**config.mk**
```make
export PLATFORM = sky130hd
export DESIGN_NAME = morse_encoder
export DESIGN_NICKNAME = d
export VERILOG_FILES = /design/src/rtl/morse_encoder.sv
export SDC_FILE = /design/constraint.sdc
export NUM_CORES = 1
export LEC_CHECK = 0
export CORE_ASPECT_RATIO = 0.5
export CORE_MARGIN = 3
export CORE_UTILIZATION = 44
export CTS_CLUSTER_SIZE = 10
export DETAILED_ROUTE_END_ITERATION = 6
export PLACE_DENSITY = 0.66
export SYNTH_ARGS = -nofsm -noshare
export SYNTH_HDL_FRONTEND = slang
export SYNTH_SLANG_ARGS = --single-unit
```
**constraint.sdc**
```tcl
create_clock -name clk -period 4.8 [get_ports clk]
set_input_delay 0.96 -clock clk [delete_from_list [all_inputs] [get_ports clk]]
set_output_delay 0.96 -clock clk [all_outputs]
set_load 0.01 [all_outputs]
```
**src/rtl/morse_encoder.sv**
```systemverilog
// morse_encoder: accepts ASCII characters over a valid/ready handshake and
// emits each one as Morse element strobes (dot/dash), followed by a
// letter-gap strobe. A space emits a single word-gap strobe. Unsupported
// characters produce a one-cycle error pulse. The output is loopback-compatible
// with the Morse decoder.
module morse_encoder #(
  parameter int unsigned GAP_CYCLES = 1
) (
  input  logic       clk,
  input  logic       clr,
  input  logic [7:0] din,
  input  logic       din_valid,
  output logic       din_ready,
  output logic       dot,
  output logic       dash,
  output logic       lg,
  output logic       wg,
  output logic       valid,
  output logic       error
);

  typedef enum logic [1:0] {IDLE, ELEM, EGAP, LGAP} state_t;

  localparam bit         HAS_GAP  = (GAP_CYCLES != 0);
  localparam logic [7:0] GAP_LAST = 8'((GAP_CYCLES != 0) ? GAP_CYCLES - 1 : 0);

  state_t     state_q;
  logic [2:0] len_q;
  logic [2:0] idx_q;
  logic [2:0] idx_d;
  logic [4:0] pat_q;
  logic [7:0] cnt_q;
  logic       dot_q, dash_q, lg_q, wg_q, valid_q, error_q;

  logic [7:0] uc;
  logic [7:0] rom;
  logic [2:0] rom_len;
  logic [4:0] rom_pat;
  logic       is_space;
  logic       last_d;

  // Fold lowercase to uppercase and look up {length, left-aligned pattern}; 1=dash
  always_comb begin
    uc = din;
    if (din >= 8'd97 && din <= 8'd122) uc = din - 8'd32;
    is_space = (din == 8'd32);
    rom = '0;
    case (uc)
      8'd65: rom = {3'd2, 5'b01000}; // A .-
      8'd66: rom = {3'd4, 5'b10000}; // B -...
      8'd67: rom = {3'd4, 5'b10100}; // C -.-.
      8'd68: rom = {3'd3, 5'b10000}; // D -..
      8'd69: rom = {3'd1, 5'b00000}; // E .
      8'd70: rom = {3'd4, 5'b00100}; // F ..-.
      8'd71: rom = {3'd3, 5'b11000}; // G --.
      8'd72: rom = {3'd4, 5'b00000}; // H ....
      8'd73: rom = {3'd2, 5'b00000}; // I ..
      8'd74: rom = {3'd4, 5'b01110}; // J .---
      8'd75: rom = {3'd3, 5'b10100}; // K -.-
      8'd76: rom = {3'd4, 5'b01000}; // L .-..
      8'd77: rom = {3'd2, 5'b11000}; // M --
      8'd78: rom = {3'd2, 5'b10000}; // N -.
      8'd79: rom = {3'd3, 5'b11100}; // O ---
      8'd80: rom = {3'd4, 5'b01100}; // P .--.
      8'd81: rom = {3'd4, 5'b11010}; // Q --.-
      8'd82: rom = {3'd3, 5'b01000}; // R .-.
      8'd83: rom = {3'd3, 5'b00000}; // S ...
      8'd84: rom = {3'd1, 5'b10000}; // T -
      8'd85: rom = {3'd3, 5'b00100}; // U ..-
      8'd86: rom = {3'd4, 5'b00010}; // V ...-
      8'd87: rom = {3'd3, 5'b01100}; // W .--
      8'd88: rom = {3'd4, 5'b10010}; // X -..-
      8'd89: rom = {3'd4, 5'b10110}; // Y -.--
      8'd90: rom = {3'd4, 5'b11000}; // Z --..
      8'd48: rom = {3'd5, 5'b11111}; // 0 -----
      8'd49: rom = {3'd5, 5'b01111}; // 1 .----
      8'd50: rom = {3'd5, 5'b00111}; // 2 ..---
      8'd51: rom = {3'd5, 5'b00011}; // 3 ...--
      8'd52: rom = {3'd5, 5'b00001}; // 4 ....-
      8'd53: rom = {3'd5, 5'b00000}; // 5 .....
      8'd54: rom = {3'd5, 5'b10000}; // 6 -....
      8'd55: rom = {3'd5, 5'b11000}; // 7 --...
      8'd56: rom = {3'd5, 5'b11100}; // 8 ---..
      8'd57: rom = {3'd5, 5'b11110}; // 9 ----.
      8'd61: rom = {3'd5, 5'b10001}; // = -...-
      8'd47: rom = {3'd5, 5'b10010}; // / -..-.
      8'd43: rom = {3'd5, 5'b01010}; // + .-.-.
      default: rom = '0;
    endcase
    rom_len = rom[7:5];
    rom_pat = rom[4:0];
  end

  // Element index after the strobe currently being sent
  always_comb begin
    idx_d  = idx_q + 3'd1;
    last_d = (idx_d == len_q);
  end

  assign din_ready = (state_q == IDLE) && !clr;
  assign dot       = dot_q;
  assign dash      = dash_q;
  assign lg        = lg_q;
  assign wg        = wg_q;
  assign valid     = valid_q;
  assign error     = error_q;

  // Sequencer: outputs are registered and set on the edge that enters the
  // cycle they belong to. pat_q always holds the next element in bit 4.
  // LGAP is the single terminal-strobe cycle before IDLE; space (wg) and
  // error reuse it so that ready returns two cycles after accept.
  always_ff @(posedge clk) begin
    if (clr) begin
      state_q <= IDLE;
      len_q   <= '0;
      idx_q   <= '0;
      pat_q   <= '0;
      cnt_q   <= '0;
      dot_q   <= 1'b0;
      dash_q  <= 1'b0;
      lg_q    <= 1'b0;
      wg_q    <= 1'b0;
      valid_q <= 1'b0;
      error_q <= 1'b0;
    end else begin
      dot_q   <= 1'b0;
      dash_q  <= 1'b0;
      lg_q    <= 1'b0;
      wg_q    <= 1'b0;
      valid_q <= 1'b0;
      error_q <= 1'b0;
      case (state_q)
        IDLE: begin
          if (din_valid) begin
            if (is_space) begin
              wg_q    <= 1'b1;
              valid_q <= 1'b1;
              state_q <= LGAP;
            end else if (rom_len == 3'd0) begin
              error_q <= 1'b1;
              state_q <= LGAP;
            end else begin
              len_q   <= rom_len;
              idx_q   <= '0;
              cnt_q   <= '0;
              pat_q   <= {rom_pat[3:0], 1'b0};
              dot_q   <= ~rom_pat[4];
              dash_q  <= rom_pat[4];
              valid_q <= 1'b1;
              state_q <= ELEM;
            end
          end
        end
        ELEM: begin
          idx_q <= idx_d;
          cnt_q <= '0;
          if (HAS_GAP) begin
            state_q <= EGAP;
          end else if (last_d) begin
            lg_q    <= 1'b1;
            valid_q <= 1'b1;
            state_q <= LGAP;
          end else begin
            dot_q   <= ~pat_q[4];
            dash_q  <= pat_q[4];
            valid_q <= 1'b1;
            pat_q   <= {pat_q[3:0], 1'b0};
            state_q <= ELEM;
          end
        end
        EGAP: begin
          if (cnt_q == GAP_LAST) begin
            if (idx_q == len_q) begin
              lg_q    <= 1'b1;
              valid_q <= 1'b1;
              state_q <= LGAP;
            end else begin
              dot_q   <= ~pat_q[4];
              dash_q  <= pat_q[4];
              valid_q <= 1'b1;
              pat_q   <= {pat_q[3:0], 1'b0};
              state_q <= ELEM;
            end
          end else begin
            cnt_q <= cnt_q + 8'd1;
          end
        end
        LGAP: begin
          state_q <= IDLE;
        end
        default: state_q <= IDLE;
      endcase
    end
  end

endmodule

```
## Word-level counts from Yosys, hierarchy flattened

Memories as Yosys holds them, arrays and structs flattened.
Index checks and enable logic that the tools add are counted.

- Bits in registers: 27
- ROM bits: 1024
- Input port bits: 11
- Output and inout bits: 7
- Word-level logic and storage cells: 96
- Memories: 1

Memory list:

| name | words | bits a word | rd ports | clocked after Yosys merged registers in | wr ports | line | text |
|---|---|---|---|---|---|---|---|
| (no name shown) | 128 | 8 | 1 | 0 | 0 | 48 | `case (uc)` |

- Add/subtract/negate cells: 3
- $lt $le $gt $ge: 2
- Equal/unequal tests: 11
- Muxes and demuxes: 43
- Bitwise operators: 8
- Reduce and logical (&&, ||, !) cells: 17

Operators with widths:

| kind | count |
|---|---|
| two-way mux 8 bit | 6 |
| two-way mux 5 bit | 5 |
| case mux 8 bit (3 select lines) | 1 |
| two-way mux 1 bit | 17 |
| inequality test 2 bit, second input constant | 6 |
| two-way mux 2 bit | 5 |
| case mux 5 bit (2 select lines) | 1 |
| two-way mux 3 bit | 3 |
| adder 8 x 1 -> 8 bit, second input constant | 1 |
| == test 8 x 6 -> 1 bit, second input constant | 1 |
| >= comparator 8 x 7 -> 1 bit, second input constant | 1 |
| <= comparator 8 x 7 -> 1 bit, second input constant | 1 |
| zero test 8 bit | 1 |
| NOT 1 bit | 8 |
| case mux 2 bit (4 select lines) | 1 |
| AND reduction 4 bit | 2 |
| subtractor 8 x 6 -> 8 bit, second input constant | 1 |
| case mux 1 bit (2 select lines) | 3 |
| case mux 3 bit (2 select lines) | 1 |
| AND reduction 6 bit | 1 |
| OR reduction 3 bit | 2 |
| AND reduction 5 bit | 1 |
| == test 2 bit, second input constant | 2 |
| nonzero test 2 bit | 2 |
| 10 further kinds | 11 |

## Logic depth before layout (Yosys ltp)

Gate-level depths: netlist of run 1.
An unclocked memory read counts as a cell.

- Depth after elaboration: 10
- Gate-level depth with buffers: 12
- Depth with buffers taken out: 9

## Least setup slack after synthesis of run 1

No wires, ideal clock.

- Path type: in2reg
- Start: input port din[1]
- End: register idx_q[2]
- Library setup time: 0.070 ns
- Data arrival time: 2.821 ns
- Required time: 4.730 ns
- Path slack: 1.910 ns
- Cell stages on the path: 11
- Buffers on the path: 2
- Path through: buf_4 inv_1 ha_1 buf_2 nor2_1 nand3_1 a31oi_1 and4b_1 a31oi_4 or3_1 a21oi_1

- Cells in the longest elaborated chain, start to end: 8
- Elaborated cells between the ends (all ways): 12
- Those cells by class: 1 x add/sub; 2 x order compare; 3 x eq/ne; 2 x mux; 3 x reduce/logical; 1 x memory

RTL lines:

| what | line | text |
|---|---|---|
| start, declared | 11 | `input logic [7:0] din,` |
| >= comparator 8 x 7 -> 1 bit or <= comparator 8 x 7 -> 1 bit (tied branches) | 45 | `if (din >= 8'd97 && din <= 8'd122) uc = din - 8'd32;` |
| logical AND 1 bit | 45 |  |
| two-way mux 8 bit | 45 |  |
| memory (128 x 8 bit) | - |  |
| two-way mux 8 bit | 48 |  |
| zero test 3 bit | 139 | `end else if (rom_len == 3'd0) begin` |
| inequality test 2 bit (no line) | - |  |
| AND reduction 4 bit (no line) * | - |  |
| end signal, assigned | 155 | `idx_q <= idx_d;` |
| end, declared | 29 | `logic [2:0] idx_q;` |

Every way passes the cells marked *; elsewhere a longest branch is shown, timed or not.
A chain may end at the register's enable or synchronous reset.

## Final worst setup path of run 1

- Start: input port din[1]
- End: register pat_q[4]

- Cells in the longest elaborated chain, start to end: 9
- Elaborated cells between the ends (all ways): 16
- Those cells by class: 1 x add/sub; 2 x order compare; 3 x eq/ne; 6 x mux; 3 x reduce/logical; 1 x memory

RTL lines:

| what | line | text |
|---|---|---|
| >= comparator 8 x 7 -> 1 bit or <= comparator 8 x 7 -> 1 bit (tied branches) | 45 |  |
| logical AND 1 bit | 45 |  |
| two-way mux 8 bit | 45 |  |
| memory (128 x 8 bit) | - |  |
| two-way mux 8 bit | 48 |  |
| two-way mux 5 bit | 139 |  |
| two-way mux 5 bit | 135 | `if (is_space) begin` |
| two-way mux 5 bit | 134 | `if (din_valid) begin` |
| case mux 5 bit (2 select lines) | 132 | `case (state_q)` |
| end signal, assigned | 146 | `pat_q <= {rom_pat[3:0], 1'b0};` |
| end signal, assigned | 167 | `pat_q <= {pat_q[3:0], 1'b0};` |
| end signal, assigned | 181 | `pat_q <= {pat_q[3:0], 1'b0};` |
| end, declared | 31 | `logic [4:0] pat_q;` |

Several ways; a longest one is shown, not always the timed one. The select of a mux whose other input is x is not followed.

==> flow_metrics.env, run 1 <==
export IMPL_die_x_um=103
export IMPL_clock_path_buffers=2
export IMPL_grt_pass1_vias=1734
export IMPL_mean_instance_size_in_the_synthesized_netlist_um2=8.12
export IMPL_min_period_over_period=0.780
export IMPL_power_report_internal_total_mw=0.363
export IMPL_synthDominantCellAreaShare=0.253
export IMPL_dieHeight_um=54.3
export IMPL_combinational_cell_fraction_of_total_power=0.295
export IMPL_yosysSeqAreaShare=0.253
export IMPL_ys_seq_elements=26
export IMPL_cts_tree="yes"
export IMPL_finalClockSkew_ns=0.00365
export IMPL_synth_edf_count=0
export IMPL_slew_limit_headroom=0.360
export IMPL_number_of_vias_in_the_routed_layout=1867
export IMPL_detailedRoute_firstPassIterationCount=4
export IMPL_final_layout_size_suffix_gt1_frac=0.117
export IMPL_h_tree_depth=1
export IMPL_cts_repair_timing_setup_buffer_count=0
export IMPL_fill_cells=393
export IMPL_area_growth_synth_to_final_pct=12.0
export IMPL_port_buffers=17
export IMPL_grtUsageMet3=0.0420
export IMPL_detailed_place_hpwl_mm=3.51
export IMPL_multi_input_area_um2=1410
export IMPL_syn_num_nets=276
export IMPL_total_power_mw=0.534
export IMPL_synth_top_cell_by_area="sky130_fd_sc_hd__dfxtp_1"
export IMPL_detail_route_drc_violations=0
export IMPL_root_buffer="sky130_fd_sc_hd__clkbuf_8"
export IMPL_grt_use_met2=0.315
export IMPL_worst_endpoint_arrival_ns=3.89
export IMPL_placed_cell_area_um2=2250
export IMPL_grt_first_pass_wirelength_mm=8.28
export IMPL_timing_worst_slew_pin_value_ns=0.957
export IMPL_final_common_cell="sky130_fd_sc_hd__dfxtp_1"
export IMPL_seq_power_share=0.437
export IMPL_setup_viol=0
export IMPL_tns_ns=0
export IMPL_grt_use_met1=0.246
export IMPL_fp_dieArea_um2=5580
export IMPL_ir_worst_vdd_uv=93.3
export IMPL_setup_worst_path_start="din[1]"
export IMPL_grt_setup_unrepaired="false"
export IMPL_criticalPathCategory="in -> reg"
export IMPL_grt_antenna_before_repair=0
export IMPL_critical_path_peak_fanout=15
export IMPL_grt_ovfl_total=0
export IMPL_timing_final_hold_violations=0
export IMPL_critical_path_required_ns=4.95
export IMPL_numCtsBuffers=3
export IMPL_fmaxAchievable_ghz=0.267
export IMPL_power_net_switching_mw=0.171
export IMPL_finalWeightedCongestion=0.863
export IMPL_crit_path_start_kind="primary input"
export IMPL_reg_to_reg_critical_path_startpoint="cnt_q[0]$_SDFFE_PP0P_"
export IMPL_min_delay_worst_endpoint="len_q[2]$_SDFFE_PP0P_"
export IMPL_run_status="complete, no violations"
export IMPL_p_per_area_nw_per_um2=232
export IMPL_gr_max_usage_layer="met2"
export IMPL_post_layout_instance_count_excluding_filler_cells=318
export IMPL_cell_types_occupying_the_most_area_after_synthesis="sky130_fd_sc_hd__dfxtp_1 (25%), sky130_fd_sc_hd__ha_1 (7.3%), sky130_fd_sc_hd__a21oi_1 (4.9%)"
export IMPL_io_pins=18
export IMPL_cap_viol_max_count=0
export IMPL_numnets_final=288
export IMPL_synth_cell_type_count=67
export IMPL_hold_path_cell_count=2
export IMPL_detail_route_vias_per_cell=5.87
export IMPL_avgRoutedWirePerCell_um=14.8
export IMPL_clk_slew_on_worst_s_h_paths_ns=0.09
export IMPL_swShare=0.320
export IMPL_critical_path_endpoint_type="flip-flop"
export IMPL_placementRows=16
export IMPL_placed_cell_count=314
export IMPL_detail_route_iter0_violations=118
export IMPL_core_ar_um2=4180
export IMPL_timing_final_crit_period_ns=3.74
export IMPL_clock_latency_ns=0.27
export IMPL_stdcell_area_um2=2300
export IMPL_start_util=0.491
export IMPL_r2r_setup_slack_ns=2.50
export IMPL_leakage_power_nw=0.884
export IMPL_cts_hold_buffers_added=0
export IMPL_finalMaxSlewViolations=0
export IMPL_yosysWarningCount=0
export IMPL_totalWireLength_mm=4.72
export IMPL_post_cts_resize_count=0
export IMPL_final_cell_mix="sky130_fd_sc_hd__dfxtp_1 (26), sky130_fd_sc_hd__a21oi_1 (20), sky130_fd_sc_hd__nor2_1 (19)"
export IMPL_power_frac_clock=0.268
export IMPL_syn_area_um2=2050
export IMPL_grt_start_max_net_pins=29
export IMPL_track_usage=0.187
export IMPL_synth_async_sr_flop_share=0
export IMPL_timing_hold_worst_class="reg -> reg"
export IMPL_drtAntennaViolNets=0
export IMPL_tritoncts_num_sinks=26
export IMPL_insertedDiodeCount=0
export IMPL_synth_ff_type="sky130_fd_sc_hd__dfxtp_1"
export IMPL_ff_to_ff_path_depth=7
export IMPL_seq_area_um2=520
export IMPL_post_synth_inst_count=253
export IMPL_startpoint_of_the_lowest_slack_hold_path="len_q[2]$_SDFFE_PP0P_"
export IMPL_reg2reg_capture_point="pat_q[4]$_SDFFE_PP0P_"
-- per-stage QoR --
stage	setup WS [ns]	utilization	hold slack, ns
3_5_place_dp	0.820	0.537	0.466
3_3_place_gp	0.906	0.537	0.461
4_1_cts	1.10	0.550	0.477
2_1_floorplan	1.91	-	0.444
5_1_grt	0.811	0.550	0.496
6_report	1.06	0.550	0.477
-- registers in the layout, indices dropped and copies added (netlist names) --
name and flops:
pat_q 4, lg 1, idx_q 3, wg 1, state_q 2, dash 1
error 1, len_q 3, valid 1, dot 1, cnt_q 8
-- synth_stat cells (all sizes together), types with 7 or more instances --
cell / instances
nor2: 21
ha: 12
mux2i: 7
o21ai: 11
nand3: 14
dfxtp: 26
a21oi: 20
nor3: 10
inv: 12
nor2b: 7
buf: 9
nand2: 20
-- layout make-up --
type,instances,area share
Multi-Input combinational cell,200,0.612
Sequential cell,26,0.226
Timing Repair Buffer,21,0.0870
Tap cell,54,0.0294
Clock buffer,4,0.0239
Inverter,13,0.0212
-- routing by layer --
layer / routed length, um / up-vias
met3: 234 / 5
met5: 0 / -
met4: 52 / 0
li1: - / 958
met2: 2120 / 39
met1: 2310 / 865
-- power by group through the flow --
stage / clock network (mW) / logic [mW] / registers (mW)
finish: 0.143 / 0.157 / 0.233
global route: 0.155 / 0.176 / 0.235
CTS: 0.148 / 0.157 / 0.233
detailed placement: 0 / 0.156 / 0.238
global placement: 0 / 0.155 / 0.238
floorplan: 0 / 0.111 / 0.238
-- worst max-delay path by stage --
stage	slack [ns]	depth (start not counted)	end
global placement	0.91	8	pat_q[4]$_SDFFE_PP0P_
detailed placement	0.82	10	pat_q[4]$_SDFFE_PP0P_
finish	1.06	10	pat_q[4]$_SDFFE_PP0P_
global route	0.81	10	pat_q[4]$_SDFFE_PP0P_
CTS	1.10	10	pat_q[4]$_SDFFE_PP0P_
floorplan	1.91	11	idx_q[2]$_SDFFE_PP0P_
-- worst max-delay path: stages --
cell and delay (ns):
sky130_fd_sc_hd__clkdlybuf4s50_1 0.65, sky130_fd_sc_hd__inv_1 0.21, sky130_fd_sc_hd__ha_1 0.37, sky130_fd_sc_hd__and2b_1 0.23, sky130_fd_sc_hd__o21ai_1 0.20, sky130_fd_sc_hd__a41oi_2 0.24, sky130_fd_sc_hd__o211ai_4 0.18, sky130_fd_sc_hd__nand3_2 0.31
sky130_fd_sc_hd__a221oi_1 0.44, sky130_fd_sc_hd__a311oi_2 0.08
-- logic make-up after synthesis --
logic type | synth area share
compound gates | 0.278
buf+inv | 0.0609
flops | 0.253
simple gates | 0.271
fa+ha+maj | 0.0731
mux | 0.0469
xor+xnor | 0.0171
(Power assumes the default switching activity.)
==> inputs of run 2 (changes only) <==
--- a/config.mk
+++ b/config.mk
@@ -10,7 +10,7 @@
 export CORE_UTILIZATION = 44
 export CTS_CLUSTER_SIZE = 10
 export DETAILED_ROUTE_END_ITERATION = 6
-export PLACE_DENSITY = 0.66
+export PLACE_DENSITY = 0.68
 export SYNTH_ARGS = -nofsm -noshare
 export SYNTH_HDL_FRONTEND = slang
 export SYNTH_SLANG_ARGS = --single-unit
==> constraint.sdc (replaced) <==
create_clock -name clk -period 3.2 [get_ports clk]
set_input_delay 0.64 -clock clk [delete_from_list [all_inputs] [get_ports clk]]
set_output_delay 0.64 -clock clk [all_outputs]
set_load 0.01 [all_outputs]
==> flow_metrics.env, run 2 (synthesized netlist as in run 1, its figures left out) <==
export IMPL_post_layout_instance_count_excluding_filler_cells=334
export IMPL_tns_ns=0
export IMPL_timing_final_hold_violations=0
export IMPL_setup_worst_path_start="din[2]"
export IMPL_clock_path_buffers=2
export IMPL_fmaxAchievable_ghz=0.346
export IMPL_placementRows=16
export IMPL_critical_path_peak_fanout=11
export IMPL_detail_route_vias_per_cell=5.84
export IMPL_dieHeight_um=54.3
export IMPL_detailedRoute_firstPassIterationCount=4
export IMPL_insertedDiodeCount=0
export IMPL_timing_final_crit_period_ns=2.89
export IMPL_cap_viol_max_count=0
export IMPL_slew_limit_headroom=0.561
export IMPL_tritoncts_num_sinks=26
export IMPL_grt_pass1_vias=1773
export IMPL_worst_path_largest_cell_delay_ns=0.54
export IMPL_area_growth_synth_to_final_pct=18.5
export IMPL_fp_dieArea_um2=5580
export IMPL_final_cell_mix="sky130_fd_sc_hd__dfxtp_1 (26), sky130_fd_sc_hd__a21oi_1 (20), sky130_fd_sc_hd__nor2_1 (19), sky130_fd_sc_hd__buf_4 (19), sky130_fd_sc_hd__nand2_1 (18)"
export IMPL_detail_route_drc_violations=0
export IMPL_drtAntennaViolNets=0
export IMPL_grt_first_pass_wirelength_mm=8.64
export IMPL_timing_worst_slew_pin_value_ns=0.658
export IMPL_setup_viol=0
export IMPL_p_per_area_nw_per_um2=339
export IMPL_top_regs="cnt_q: 8 flops, pat_q: 4 flops"
export IMPL_grt_setup_unrepaired="false"
export IMPL_h_tree_depth=1
export IMPL_final_core_util=0.582
export IMPL_timing_critical_path_buf_inv=3
export IMPL_leakage_power_nw=0.965
export IMPL_cpLargestDelayFamily="buffers and inverters"
export IMPL_run_status="complete, no violations"
export IMPL_worst_endpoint_arrival_ns=3.05
export IMPL_final_common_cell="sky130_fd_sc_hd__dfxtp_1"
export IMPL_track_usage=0.195
export IMPL_io_pins=18
export IMPL_final_layout_size_suffix_gt1_frac=0.168
export IMPL_grt_start_max_net_pins=22
export IMPL_critical_path_required_ns=3.35
export IMPL_cts_hold_buffers_added=0
export IMPL_grt_antenna_before_repair=0
export IMPL_detail_route_iter0_violations=112
export IMPL_fill_cells=390
export IMPL_startpoint_of_the_lowest_slack_hold_path="len_q[2]$_SDFFE_PP0P_"
export IMPL_post_cts_resize_count=0
export IMPL_finalClockSkew_ns=0.00145
export IMPL_numnets_final=304
export IMPL_criticalPathCategory="in -> reg"
export IMPL_clk_slew_on_worst_s_h_paths_ns=0.09
export IMPL_critical_path_endpoint_type="flip-flop"
export IMPL_die_x_um=103
export IMPL_reg_to_reg_critical_path_startpoint="cnt_q[0]$_SDFFE_PP0P_"
export IMPL_root_buffer="sky130_fd_sc_hd__clkbuf_8"
export IMPL_crit_path_start_kind="primary input"
export IMPL_clock_latency_ns=0.27
export IMPL_numCtsBuffers=3
export IMPL_min_period_over_period=0.904
export IMPL_avgRoutedWirePerCell_um=15.2
export IMPL_finalWeightedCongestion=0.925
export IMPL_totalWireLength_mm=5.07
export IMPL_timing_hold_worst_class="reg -> reg"
export IMPL_largest_reg_flops=8
export IMPL_worst_slack_ns=0.306
export IMPL_crit_path_cells="clkdlybuf4s50_1 -> buf_12 -> buf_4 -> nor2_1 -> nand3_1 -> a31o_2 -> nor3b_2 -> nand3_2 -> a221oi_1 -> a311oi_2"
export IMPL_placement_setup_worst_slack_ns=0.0514
export IMPL_detailed_place_hpwl_mm=3.92
export IMPL_number_of_vias_in_the_routed_layout=1951
export IMPL_regMostFlops="cnt_q"
export IMPL_port_buffers=17
export IMPL_core_ar_um2=4180
export IMPL_timing_critical_path_slowest_stage_cell="sky130_fd_sc_hd__clkdlybuf4s50_1"
export IMPL_placed_cell_count=330
export IMPL_cts_repair_timing_setup_buffer_count=0
export IMPL_finalMaxSlewViolations=0
export IMPL_ir_worst_vdd_uv=197
export IMPL_start_util=0.491
export IMPL_cts_tree="yes"
export IMPL_grt_ovfl_total=0
## run 2: cell types whose count changed in the layout (fill, tap and decap cells not counted), sizes merged
cell	previous run	this run
buf	4	20
## run 2: cell type report
class | instances | area, um^2 | area share
multi-input cells | 200 | 1410 | 0.579
flip-flops and latches | 26 | 520 | 0.214
repair buffers | 37 | 333 | 0.137
well taps | 54 | 67.6 | 0.0278
clock buffers | 4 | 55.1 | 0.0226
inverters | 13 | 48.8 | 0.0201
## run 2: per-layer routing
metal,vias up,wire length [um],GRT usage
li1,990,-,-
met1,925,2640,0.282
met2,36,2290,0.324
met3,0,146,0.0267
met4,0,0,0.0131
met5,-,0,0
## run 2: worst reg2reg max path, delay by kind of cell, from the launching register on
| kind | cells | cell delay [ns] |
|---|---|---|
| adder cells (fa/ha/maj) | 1 | 0.15 |
| flip-flops | 1 | 0.34 |
| AO/OA/AOI/OAI | 2 | 0.47 |
| AND/OR/NAND/NOR | 3 | 1.11 |
| buffers and inverters | 1 | 0.10 |
## run 2: power breakdown
group | switching [mW] | total, mW | internal (mW) | leakage [nW]
Clock | 0.105 | 0.215 | 0.110 | 0.0288
Combinational | 0.147 | 0.259 | 0.112 | 0.725
Sequential | 0.0126 | 0.350 | 0.338 | 0.211
Total | 0.264 | 0.824 | 0.560 | 0.965
## run 2: final timing paths
kind | to | slack (ns) | depth (start not counted)
max | pat_q[4]$_SDFFE_PP0P_ | 0.31 | 10
min | len_q[2]$_SDFFE_PP0P_ | 0.48 | 2
max reg2reg | pat_q[4]$_SDFFE_PP0P_ | 0.92 | 7
min reg2reg | len_q[2]$_SDFFE_PP0P_ | 0.48 | 2
## run 2: metrics by stage
step	hold WS, ns	power [mW]	area [um^2]
2_1_floorplan	0.444	0.524	2050
3_3_place_gp	0.455	0.611	2380
3_5_place_dp	0.463	0.614	2380
4_1_cts	0.481	0.822	2430
5_1_grt	0.490	0.862	2430
6_report	0.484	0.824	2430
